==> config.mk <==
export PLATFORM = sky130hd
export DESIGN_NAME = keypad_scanner
export DESIGN_NICKNAME = d
export VERILOG_FILES = /design/src/rtl/keypad_pkg.sv /design/src/rtl/keypad_debounce.sv /design/src/rtl/keypad_scanner.sv
export SDC_FILE = /design/constraint.sdc
export NUM_CORES = 1
export LEC_CHECK = 0
export BUFFER_PORTS_ARGS = -buffer_cell sky130_fd_sc_hd__buf_2
export CELL_PAD_IN_SITES_DETAIL_PLACEMENT = 0
export CELL_PAD_IN_SITES_GLOBAL_PLACEMENT = 1
export CORE_ASPECT_RATIO = 0.6
export CORE_UTILIZATION = 45
export DETAILED_ROUTE_END_ITERATION = 8
export GPL_TIMING_DRIVEN = 0
export PLACE_DENSITY = 0.83
export SLEW_MARGIN = 20
export SYNTH_ARGS = -nofsm -noshare
export SYNTH_HDL_FRONTEND = slang
export SYNTH_SLANG_ARGS = --single-unit
==> constraint.sdc <==
create_clock -name clk_i -period 3.8 [get_ports clk_i]
set_input_delay 1.14 -clock clk_i [delete_from_list [all_inputs] [get_ports clk_i]]
set_output_delay 1.14 -clock clk_i [all_outputs]
set_load 0.01 [all_outputs]
==> src/rtl/keypad_pkg.sv <==
// Shared constants, types and key map for the matrix keypad front end.
package keypad_pkg;

   localparam int unsigned ROWS = 4;
   localparam int unsigned COLS = 3;
   localparam logic [3:0] KEY_STAR = 4'd10;
   localparam logic [3:0] KEY_HASH = 4'd11;

   typedef enum logic [1:0] {FrNone, FrSingle, FrMulti} frame_res_e;

   typedef enum logic [1:0] {StIdle, StQual, StHeld, StRel} db_state_e;

   // Rows 0..2 carry digits 1..9; row 3 is "* 0 #".
   function automatic logic [3:0] key_map(input logic [1:0] row, input logic [1:0] col);
      logic [3:0] code;
      if (row != 2'd3) begin
         code = {2'b00, row} * 4'd3 + {2'b00, col} + 4'd1;
      end else begin
         case (col)
            2'd0:    code = KEY_STAR;
            2'd1:    code = 4'd0;
            default: code = KEY_HASH;
         endcase
      end
      return code;
   endfunction

endpackage

==> src/rtl/keypad_debounce.sv <==
// Frame-rate debounce FSM; turns qualified frame results into single-cycle events.
module keypad_debounce
   import keypad_pkg::*;
#(
   parameter int unsigned DEBOUNCE = 8
) (
   input  logic       clk_i,
   input  logic       rst_i,
   input  logic       frame_valid_i,
   input  frame_res_e frame_res_i,
   input  logic [3:0] frame_code_i,
   output logic [3:0] key_o,
   output logic       pressed_o,
   output logic       set_code_o
);

   if (DEBOUNCE < 2 || DEBOUNCE > 255) begin : g_bad_debounce
      $error("DEBOUNCE must be in 2..255");
   end

   localparam logic [7:0] DbLimit = 8'(DEBOUNCE);

   db_state_e  state_q, state_d;
   logic [7:0] cnt_q, cnt_d, cnt_inc;
   logic [3:0] cand_q, cand_d;
   logic [3:0] key_q, key_d;
   logic       pressed_q, pressed_d;
   logic       set_code_q, set_code_d;
   logic       emit;

   assign cnt_inc = (cnt_q == 8'hFF) ? cnt_q : cnt_q + 8'd1;

   always_comb begin
      state_d    = state_q;
      cnt_d      = cnt_q;
      cand_d     = cand_q;
      key_d      = key_q;
      pressed_d  = 1'b0;
      set_code_d = 1'b0;
      emit       = 1'b0;
      if (frame_valid_i) begin
         unique case (state_q)
            StIdle: begin
               if (frame_res_i == FrSingle) begin
                  cand_d  = frame_code_i;
                  cnt_d   = 8'd1;
                  state_d = StQual;
               end
            end
            StQual: begin
               if (frame_res_i == FrSingle && frame_code_i == cand_q) begin
                  cnt_d = cnt_inc;
                  if (cnt_inc == DbLimit) begin
                     emit    = 1'b1;
                     state_d = StHeld;
                  end
               end else begin
                  state_d = StIdle;
               end
            end
            StHeld: begin
               if (frame_res_i == FrNone) begin
                  cnt_d   = 8'd1;
                  state_d = StRel;
               end
            end
            StRel: begin
               if (frame_res_i == FrNone) begin
                  cnt_d = cnt_inc;
                  if (cnt_inc == DbLimit) state_d = StIdle;
               end else begin
                  cnt_d   = 8'd0;
                  state_d = StHeld;
               end
            end
            default: state_d = StIdle;
         endcase
      end
      // '#' qualifies like any key but is deliberately silent.
      if (emit) begin
         if (cand_q < KEY_STAR) begin
            pressed_d = 1'b1;
            key_d     = cand_q;
         end else if (cand_q == KEY_STAR) begin
            set_code_d = 1'b1;
         end
      end
   end

   always_ff @(posedge clk_i) begin
      if (rst_i) begin
         state_q    <= StIdle;
         cnt_q      <= 8'd0;
         cand_q     <= 4'd0;
         key_q      <= 4'd0;
         pressed_q  <= 1'b0;
         set_code_q <= 1'b0;
      end else begin
         state_q    <= state_d;
         cnt_q      <= cnt_d;
         cand_q     <= cand_d;
         key_q      <= key_d;
         pressed_q  <= pressed_d;
         set_code_q <= set_code_d;
      end
   end

   assign key_o      = key_q;
   assign pressed_o  = pressed_q;
   assign set_code_o = set_code_q;

endmodule

==> src/rtl/keypad_scanner.sv <==
// 4x3 keypad scanner: column synchronizer, row sweep and per-frame closure accumulator.
module keypad_scanner
   import keypad_pkg::*;
#(
   parameter int unsigned SCAN_CYCLES = 4,
   parameter int unsigned DEBOUNCE    = 8
) (
   input  logic            clk_i,
   input  logic            rst_i,
   output logic [ROWS-1:0] row_n_o,
   input  logic [COLS-1:0] col_n_i,
   output logic [3:0]      key_o,
   output logic            pressed_o,
   output logic            set_code_o
);

   if (SCAN_CYCLES < 3) begin : g_bad_scan
      $error("SCAN_CYCLES must be at least 3");
   end

   localparam int unsigned DwellW = $clog2(SCAN_CYCLES);
   localparam logic [DwellW-1:0] DwellLast = DwellW'(SCAN_CYCLES - 1);

   logic [COLS-1:0]   col_s1_q, col_s2_q;
   logic [1:0]        row_q, row_d;
   logic [DwellW-1:0] dwell_q, dwell_d;
   logic [1:0]        acc_cnt_q, acc_cnt_d;
   logic [3:0]        acc_code_q, acc_code_d;

   logic [COLS-1:0] hits;
   logic [1:0]      row_cnt, hit_col, cnt_sat;
   logic [2:0]      cnt_sum;
   logic [3:0]      code_nxt;
   logic            frame_valid;
   frame_res_e      frame_res;

   assign hits    = ~col_s2_q;
   assign row_cnt = 2'(hits[0]) + 2'(hits[1]) + 2'(hits[2]);
   assign hit_col = hits[0] ? 2'd0 : (hits[1] ? 2'd1 : 2'd2);
   assign cnt_sum = {1'b0, acc_cnt_q} + {1'b0, row_cnt};
   assign cnt_sat = (cnt_sum >= 3'd2) ? 2'd2 : cnt_sum[1:0];
   // The code only matters when the whole frame holds exactly one closure.
   assign code_nxt = (acc_cnt_q == 2'd0) ? key_map(row_q, hit_col) : acc_code_q;

   always_comb begin
      row_d       = row_q;
      dwell_d     = dwell_q + DwellW'(1);
      acc_cnt_d   = acc_cnt_q;
      acc_code_d  = acc_code_q;
      frame_valid = 1'b0;
      frame_res   = FrNone;
      if (dwell_q == DwellLast) begin
         dwell_d = '0;
         row_d   = row_q + 2'd1;
         if (row_q == 2'd3) begin
            frame_valid = 1'b1;
            unique case (cnt_sat)
               2'd0:    frame_res = FrNone;
               2'd1:    frame_res = FrSingle;
               default: frame_res = FrMulti;
            endcase
            acc_cnt_d  = 2'd0;
            acc_code_d = 4'd0;
         end else begin
            acc_cnt_d  = cnt_sat;
            acc_code_d = code_nxt;
         end
      end
   end

   always_ff @(posedge clk_i) begin
      if (rst_i) begin
         col_s1_q   <= '1;
         col_s2_q   <= '1;
         row_q      <= 2'd0;
         dwell_q    <= '0;
         acc_cnt_q  <= 2'd0;
         acc_code_q <= 4'd0;
      end else begin
         col_s1_q   <= col_n_i;
         col_s2_q   <= col_s1_q;
         row_q      <= row_d;
         dwell_q    <= dwell_d;
         acc_cnt_q  <= acc_cnt_d;
         acc_code_q <= acc_code_d;
      end
   end

   assign row_n_o = ~(4'b0001 << row_q);

   keypad_debounce #(
      .DEBOUNCE(DEBOUNCE)
   ) u_debounce (
      .clk_i        (clk_i),
      .rst_i        (rst_i),
      .frame_valid_i(frame_valid),
      .frame_res_i  (frame_res),
      .frame_code_i (code_nxt),
      .key_o        (key_o),
      .pressed_o    (pressed_o),
      .set_code_o   (set_code_o)
   );

endmodule

# Yosys cells after proc, flatten, opt, wreduce, memory -nomap -nowiden
# Cells that the tools add are included.
# op_classes
eq_ne	18
n_shift	1
n_bitwise	3
muxes	32
reduce_logical	13
n_mul	1
n_lt_le_gt_ge	2
n_addsub	8
# op_table
cell	n
two-way mux 8 bit	5
case mux 8 bit (4 select lines)	1
two-way mux 2 bit	12
two-way mux 4 bit	3
zero test 2 bit	5
adder 8 x 1 -> 8 bit (second input constant)	1
equality test 2 x 1 -> 1 bit (second input constant)	4
equality test 2 bit (second input constant)	4
equality test 8 x 4 -> 1 bit (second input constant)	1
equality test 8 bit (second input constant)	1
two-way mux 1 bit	8
case mux 2 bit (4 select lines)	1
case mux 4 bit (2 select lines)	1
!= test 2 x 1 -> 1 bit (second input constant)	3
AND reduction 5 bit	1
adder 2 x 1 -> 2 bit (second input constant)	2
adder 4 x 1 -> 4 bit (second input constant)	1
adder 4 x 2 -> 4 bit	1
equality test 4 bit	1
equality test 4 bit (second input constant)	1
< comparator 4 bit (second input constant)	1
multiplier 2 x 2 -> 4 bit (second input constant)	1
inverter 4 bit	1
case mux 2 bit (2 select lines)	1
other kinds (16)	17
# word_totals
input_bits	5
output_inout_bits	10
elab_cells	90
ff_bits	36

# Longest topological paths before layout
# Gate-level depths: netlist of the first run.
# logic_depth
depth_word	17
mapped_depth	13
depth_no_buf	13

# Modules after synthesis
# From an unflattened synthesis of the first run, not the netlist that was laid out.
# hier_totals
hier_cells	262
hier_area_um2	2279.7
# by_module_without_submodules
module	n_inst	cells_per_inst	area_each_um2	seq_area_each_um2
keypad_debounce	1	156	1337.5	400.4
keypad_scanner	1	106	942.2	320.3

# Least setup slack after synthesis of the first run
# OpenSTA, ideal clock, no wires.
# synth_timing
path_kind	register to register
start	reg row_q[0]
end	reg u_debounce.key_q[0] (netlist: u_debounce.key_o[0])
t_arrival_ps	2915
period_less_slack_ps	2986
setup_slack_ps	814
path_stages_with_launch	12
cell_sequence	dfxtp_1 > inv_1 > fa_1 > inv_1 > fa_1 > nor2_1 > o31ai_4 > xor2_1 > nor3_1 > nand4b_4 > or3b_1 > a21oi_1
# synth_between
elab_chain_len	11
# synth_lines
item	line	text
from (decl)	keypad_scanner.sv:25	logic [1:0] row_q, row_d;
from (signal assigned)	keypad_scanner.sv:82	row_q <= row_d;
multiplier 2 x 2 -> 4 bit	keypad_pkg.sv:17	code = {2'b00, row} * 4'd3 + {2'b00, col} + 4'd1;
adder 4 x 2 -> 4 bit	keypad_pkg.sv:17	
adder 4 x 1 -> 4 bit	keypad_pkg.sv:17	
two-way mux 4 bit	keypad_pkg.sv:16	if (row != 2'd3) begin
two-way mux 4 bit	keypad_scanner.sv:43	assign code_nxt = (acc_cnt_q == 2'd0) ? key_map(row_q, hit_col) : acc_code_q;
equality test 4 bit	keypad_debounce.sv:51	if (frame_res_i == FrSingle && frame_code_i == cand_q) begin
logical AND 1 bit	keypad_debounce.sv:51	
two-way mux 1 bit	keypad_debounce.sv:51	
two-way mux 1 bit	keypad_debounce.sv:42	unique case (state_q)
two-way mux 1 bit *	keypad_debounce.sv:41	if (frame_valid_i) begin
AND reduction 2 bit (no line) *	-	
to (signal assigned)	keypad_debounce.sv:102	key_q <= key_d;
to (decl)	keypad_debounce.sv:26	logic [3:0] key_q, key_d;
# Mark *: on every way between the ends. The rest lies on a longest branch, timed or not.
# A chain may end at the register's enable or synchronous reset.

# Worst setup path in the final report of the first run
# Same ends and word-level chain as after synthesis.

==> results of run 1 <==
==> synthesized netlist by cell type (all sizes together) (2+ instances only) <==
cell type   n
a211oi      3
a21oi      16
a221oi      6
a2bb2oi     2
a31oi       4
and2        2
and3        4
buf         7
clkbuf      9
dfxtp      36
fa          4
ha         10
inv        24
mux2i       4
nand2      18
nand2b      4
nand3       8
nand3b      2
nand4       4
nor2       23
nor2b       6
nor3        5
nor3b       2
o2111a      2
o2111ai     3
o211ai      4
o21a        3
o21ai      14
o21bai      3
o31ai       3
o41ai       2
or2         8
xnor2       3
xor2        4
==> flip-flops by register name, indices dropped and copies added (netlist names) <==
name                   flops
col_s1_q                   3
u_debounce.key_o           4
col_s2_q                   3
u_debounce.pressed_o       1
u_debounce.state_q         2
acc_code_q                 4
u_debounce.set_code_o      1
u_debounce.cnt_q           8
u_debounce.cand_q          4
dwell_q                    2
acc_cnt_q                  2
row_q                      2
==> critical path: stages, from the launching register on <==
cell and delay (ps):
dfxtp_1 440, inv_1 130, fa_1 540, inv_1 70
fa_1 530, nor2_1 60, o31ai_4 230, xor2_1 120
nor3_1 340, nand4b_4 200, or3b_1 400, a21oi_1 120
==> cell families after synthesis <==
kind of cell               Yosys count
and+or+nand+nor                     93
buffers and inverters               40
AOI/OAI and AO/OA                   67
DFF                                 36
xor gates and xnor gates             7
muxes                                4
adders and majority gates           14
==> area by class of cell <==
| type | instances | share of cell area |
|---|---|---|
| flip-flops and latches | 36 | 0.2854 |
| plain buffers | 16 | 0.03271 |
| repair buffers | 13 | 0.02577 |
| clock buffers | 7 | 0.03816 |
| clock inverters | 1 | 0.01189 |
| inverters | 24 | 0.03568 |
| multi-input cells | 185 | 0.5391 |
| well taps | 63 | 0.03122 |
==> path summary, 6_finish.rpt <==
check                   start                   to  slack, ps  cells after the start
hold / removal    col_s1_q[2]          col_s2_q[2]        410                      1
hold reg to reg   col_s1_q[2]          col_s2_q[2]        410                      1
setup / recovery     row_q[0]  u_debounce.key_o[0]        540                     11
setup reg to reg     row_q[0]  u_debounce.key_o[0]        540                     11
==> report_power, final <==
| group | leakage [µW] | total [µW] | switching (µW) | internal [µW] |
|---|---|---|---|---|
| sequential | 0.000292 | 391 | 5.60 | 386 |
| clock | 0.0000645 | 373 | 141 | 232 |
| combinational | 0.000621 | 88.2 | 49.8 | 38.4 |
==> per-layer routing <==
layer / wire (µm) / up-vias / global-route usage
met5: 0 / - / 0
met4: 24 / 0 / 0.04615
met3: 390 / 2 / 0.05691
met2: 1719 / 82 / 0.2584
met1: 2856 / 864 / 0.3452
li1: - / 955 / -
==> per-stage QoR <==
stage          hold WS, ps  std cells    util  cell area [µm²]
6_report             409.4        345  0.5391             2525
5_1_grt              427.5        345  0.5391             2525
3_3_place_gp         393.3        337  0.5122             2399
4_1_cts              410.2        345  0.5391             2525
2_1_floorplan        389.5        261       -             2255
3_5_place_dp         393.2        337  0.5122             2399
==> run summary, run 1 <==
Slew Viols, Final: 0
Seq/Total Area, Yosys: 0.3196
Post-synth ARST share: 0
Simple-Gate Fraction of Synth Area: 0.2209
Number of max-cap violations: 0
PD cells: 337.5 nW/µm²
Slew @ Worst Pin: 713.3 ps
Synthesized-area fraction occupied by adder cells: 0.09101
Netlist Area Pre-Place: 2255 µm²
Die X: 93.38 µm
Die area: 5307 µm²
P&R area growth vs syn: 11.99%
Post-CTS Setup Repair Bufs: 0
Synth area leaders: dfxtp_1, ha_1, a221oi_2
Worst min path class: reg -> reg
Nets@finish: 300
Setup TNS: 0 ps
Pre-CTS setup slack: 517.6 ps
Combinational family with the most area after synthesis: compound AO/OA/AOI/OAI gates
Distinct cell type count after synthesis: 52
Placer Congestion: 0.8625
H-tree levels: 2
Via-per-instance ratio: 5.516
Fin crit share: 0.8591
Number of global-route vias before repair: 1750
Fin worst setup slack: 535.3 ps
Via count: 1903
Largest area contributor in the netlist: dfxtp_1
Commonest non-fill, non-tap cell in the layout: dfxtp_1
Xor/xnor share of the synthesized area: 0.03052
Clk buf depth: 2
# resized after CTS: 0
Slew Limit Headroom: 0.5245
Yosys reg bits: 36
Largest net degree at the start of global routing: 12
Compound-Gate Fraction of Synth Area: 0.2436
Clock buffer count from CTS: 5
Remaining global-route overflow: 0
Die Ht: 56.83 µm
Initial antenna violation count: 0
Synth Area per Inst: 8.639 µm²
Commonest cells after routing, fill and taps aside: dfxtp_1, inv_1, nor2_1, nand2_1, buf_2
Clk root buf: clkbuf_8
Initial Utilization: 0.4814
N_diodes: 0
DRT iter0 DRCs: 127
Number of flops mapped to enable cells by yosys: 0
CORE AREA: 4683 µm²
Yosys top cell area share: 0.3196
CTS tree: yes
CTS Hold Bufs: 0
CP Launch Type: flip-flop
Crit-path max FO: 8
Post-Route WL: 4990 µm
Avg WL per Cell: 14.46 µm
Syn_nets: 280
Worst EP required: 4010 ps
Crit. End Element: flip-flop
CTS Sinks: 36
Crit path time final: 3265 ps
CP Class: reg -> reg
Pwr Total: 852.2 µW
GRT Util Overall: 0.2104
Prevailing post-synth register cell: dfxtp_1
Synth warn: 0
Max Freq: 306.3 MHz
DRT Pass-1 Iters: 4
IO Pins: 15
Post-route DRC: 0
First-pass GRT wire length: 8549 µm
Fill count: 448
Unrepaired setup endpoints after global routing: no
Seq. cell area: 720.7 µm²
Mux cell area share after synthesis: 0.01776
Clk Latency, worst-skew pair: 290 ps
Ratio of cells with drive above 1 in the final layout: 0.1809
Multi-input gate area: 1361 µm²
Critical Path AT: 3480 ps
Post-route ant nets: 0
Final setup violation count: 0
Worst Clk Skew: 7.038 ps
Peak VDD IR: 0.2016 mV
I/O Buffers: 13
HPWL Detailed: 3720 µm
Clock Pin Slew Worst Setup and Hold Paths: 70 ps
Hold Fails Final Rpt: 0
Gate count after technology mapping: 261
Rows: 19
Lkg Pwr: 0.0009775 µW
Status: complete, no violations
Power figures use the tool's default switching activity.
==> inputs of run 2 (changes only) <==
--- a/config.mk
+++ b/config.mk
@@ -6,13 +6,13 @@
 export NUM_CORES = 1
 export LEC_CHECK = 0
 export BUFFER_PORTS_ARGS = -buffer_cell sky130_fd_sc_hd__buf_2
-export CELL_PAD_IN_SITES_DETAIL_PLACEMENT = 0
-export CELL_PAD_IN_SITES_GLOBAL_PLACEMENT = 1
+export CELL_PAD_IN_SITES_DETAIL_PLACEMENT = 2
+export CELL_PAD_IN_SITES_GLOBAL_PLACEMENT = 2
 export CORE_ASPECT_RATIO = 0.6
-export CORE_UTILIZATION = 45
+export CORE_UTILIZATION = 37
 export DETAILED_ROUTE_END_ITERATION = 8
 export GPL_TIMING_DRIVEN = 0
-export PLACE_DENSITY = 0.83
+export PLACE_DENSITY = 0.84
 export SLEW_MARGIN = 20
 export SYNTH_ARGS = -nofsm -noshare
 export SYNTH_HDL_FRONTEND = slang
==> run 2 against run 1 <==
Against the previous run:
- clock-buffer cell count is the same
- via count grew 6.6%
- register-to-register slack lost 230 ps
- sequential power is essentially flat
- die area grew 21%
- critical path type unchanged
==> run summary, run 2 (same netlist as run 1, synthesis figures left out) <==
Clk Latency, worst-skew pair: 280 ps
Worst EP required: 4010 ps
Seq. cell area: 720.7 µm²
Clock buffer count from CTS: 5
H-tree levels: 2
Post-route ant nets: 0
Remaining global-route overflow: 0
GRT Util Overall: 0.2412
Largest net degree at the start of global routing: 12
IO Pins: 15
Reg2reg end: u_debounce.key_o[0]
N_diodes: 0
Placer Congestion: 0.8006
Commonest non-fill, non-tap cell in the layout: dfxtp_1
CTS Hold Bufs: 0
Fin worst setup slack: 305.7 ps
Buffers plus inverters on the worst setup path: 2
DRT iter0 DRCs: 85
Fill count: 668
Max Freq: 286.2 MHz
PD cells: 309.2 nW/µm²
First-pass GRT wire length: 11720 µm
Final setup violation count: 0
Number of max-cap violations: 0
Avg WL per Cell: 19.20 µm
Clk root buf: clkbuf_8
Fin crit share: 0.9195
Critical Path AT: 3700 ps
P&R area growth vs syn: 11.49%
Worst min path class: reg -> reg
Hold Fails Final Rpt: 0
CORE AREA: 5728 µm²
Setup TNS: 0 ps
Initial antenna violation count: 0
Post-CTS Setup Repair Bufs: 0
Peak VDD IR: 0.1672 mV
Slew @ Worst Pin: 681.9 ps
CP Class: reg -> reg
HPWL Detailed: 5318 µm
Rows: 21
Pre-CTS setup slack: 337.9 ps
Nets@finish: 300
Slew Viols, Final: 0
Initial Utilization: 0.3936
Lkg Pwr: 0.0009575 µW
Number of global-route vias before repair: 2186
Critical-path top delay cell: fa_1
Crit-path max cell delay: 580 ps
Post-Route WL: 6952 µm
Crit. End Element: flip-flop
Die Ht: 62.47 µm
CP Cell Sequence: inv_1 > fa_1 > inv_1 > fa_1 > nor2_1 > o31ai_4 > xor2_1 > nor3_1 > nand4b_4 > or3b_1 > a21oi_1
Status: complete, no violations
Worst Setup EP: u_debounce.key_o[0]
Die X: 102.8 µm
CP Launch Type: flip-flop
Crit path time final: 3494 ps
Cell family with most CP delay: adder cells
# resized after CTS: 0
Clock Pin Slew Worst Setup and Hold Paths: 80 ps
Via-per-instance ratio: 5.605
Slew Limit Headroom: 0.5454
DRT Pass-1 Iters: 4
Max reg flops: 8
Via count: 2029
Worst Clk Skew: 3.423 ps
Crit-path max FO: 8
Post-layout util: 0.4388
Multi-input gate area: 1361 µm²
Beginning of the critical path: row_q[0]
Ratio of cells with drive above 1 in the final layout: 0.1773
I/O Buffers: 13
R2R Setup Slk: 310 ps
FF-to-FF path depth: 11
CTS Sinks: 36
Die area: 6420 µm²
Largest Register: u_debounce.cnt_q
Unrepaired setup endpoints after global routing: no
Post-route DRC: 0
Clk buf depth: 2
WP depth: 11
Worst r2r src: row_q[0]
Commonest cells after routing, fill and taps aside: dfxtp_1, inv_1, nor2_1, nand2_1, buf_2
CTS tree: yes
## run 2: cell count changes in the layout (fill, tap and decap cells not counted), sizes merged
cell / previous run / this run
clkinvlp: 0 / 1
bufinv: 1 / 0
## run 2: cell type report
cell class,instances,share of cell area
multi-input cells,185,0.5416
flip-flops and latches,36,0.2867
well taps,80,0.03982
inverters,24,0.03584
clock buffers,7,0.03435
plain buffers,16,0.03285
repair buffers,13,0.02588
clock inverters,1,0.002987
## run 2: worst min-delay path by stage
stage / cells after the start / slack [ps] / end / startpoint
floorplan: 1 / 390 / col_s2_q[0] / col_s1_q[0]
global placement: 1 / 390 / col_s2_q[1] / col_s1_q[1]
detailed placement: 1 / 400 / col_s2_q[0] / col_s1_q[0]
CTS: 1 / 420 / col_s2_q[0] / col_s1_q[0]
global route: 1 / 440 / col_s2_q[1] / col_s1_q[1]
finish: 1 / 410 / col_s2_q[0] / col_s1_q[0]
## run 2: routing by layer
layer / GRT usage / vias up / wire, µm
li1: - / 956 / -
met1: 0.3627 / 1028 / 3667
met2: 0.3625 / 41 / 2963
met3: 0.04698 / 4 / 294
met4: 0.03169 / 0 / 27
met5: 0 / - / 0
## run 2: power breakdown
part	internal, µW	switching [µW]
clock	147	142
sequential	386	6.49
combinational	39.4	56.6
## run 2: through the flow
stage	total power [µW]	hold WS, ps	cells	area (µm²)
after floorplan	469.1	389.5	261	2255
after global placement	488.3	393.9	354	2420
after detailed placement	496.6	399.6	354	2420
after CTS	789.6	418.4	362	2514
after global routing	816.9	441.4	362	2514
final	777.1	414.4	362	2514
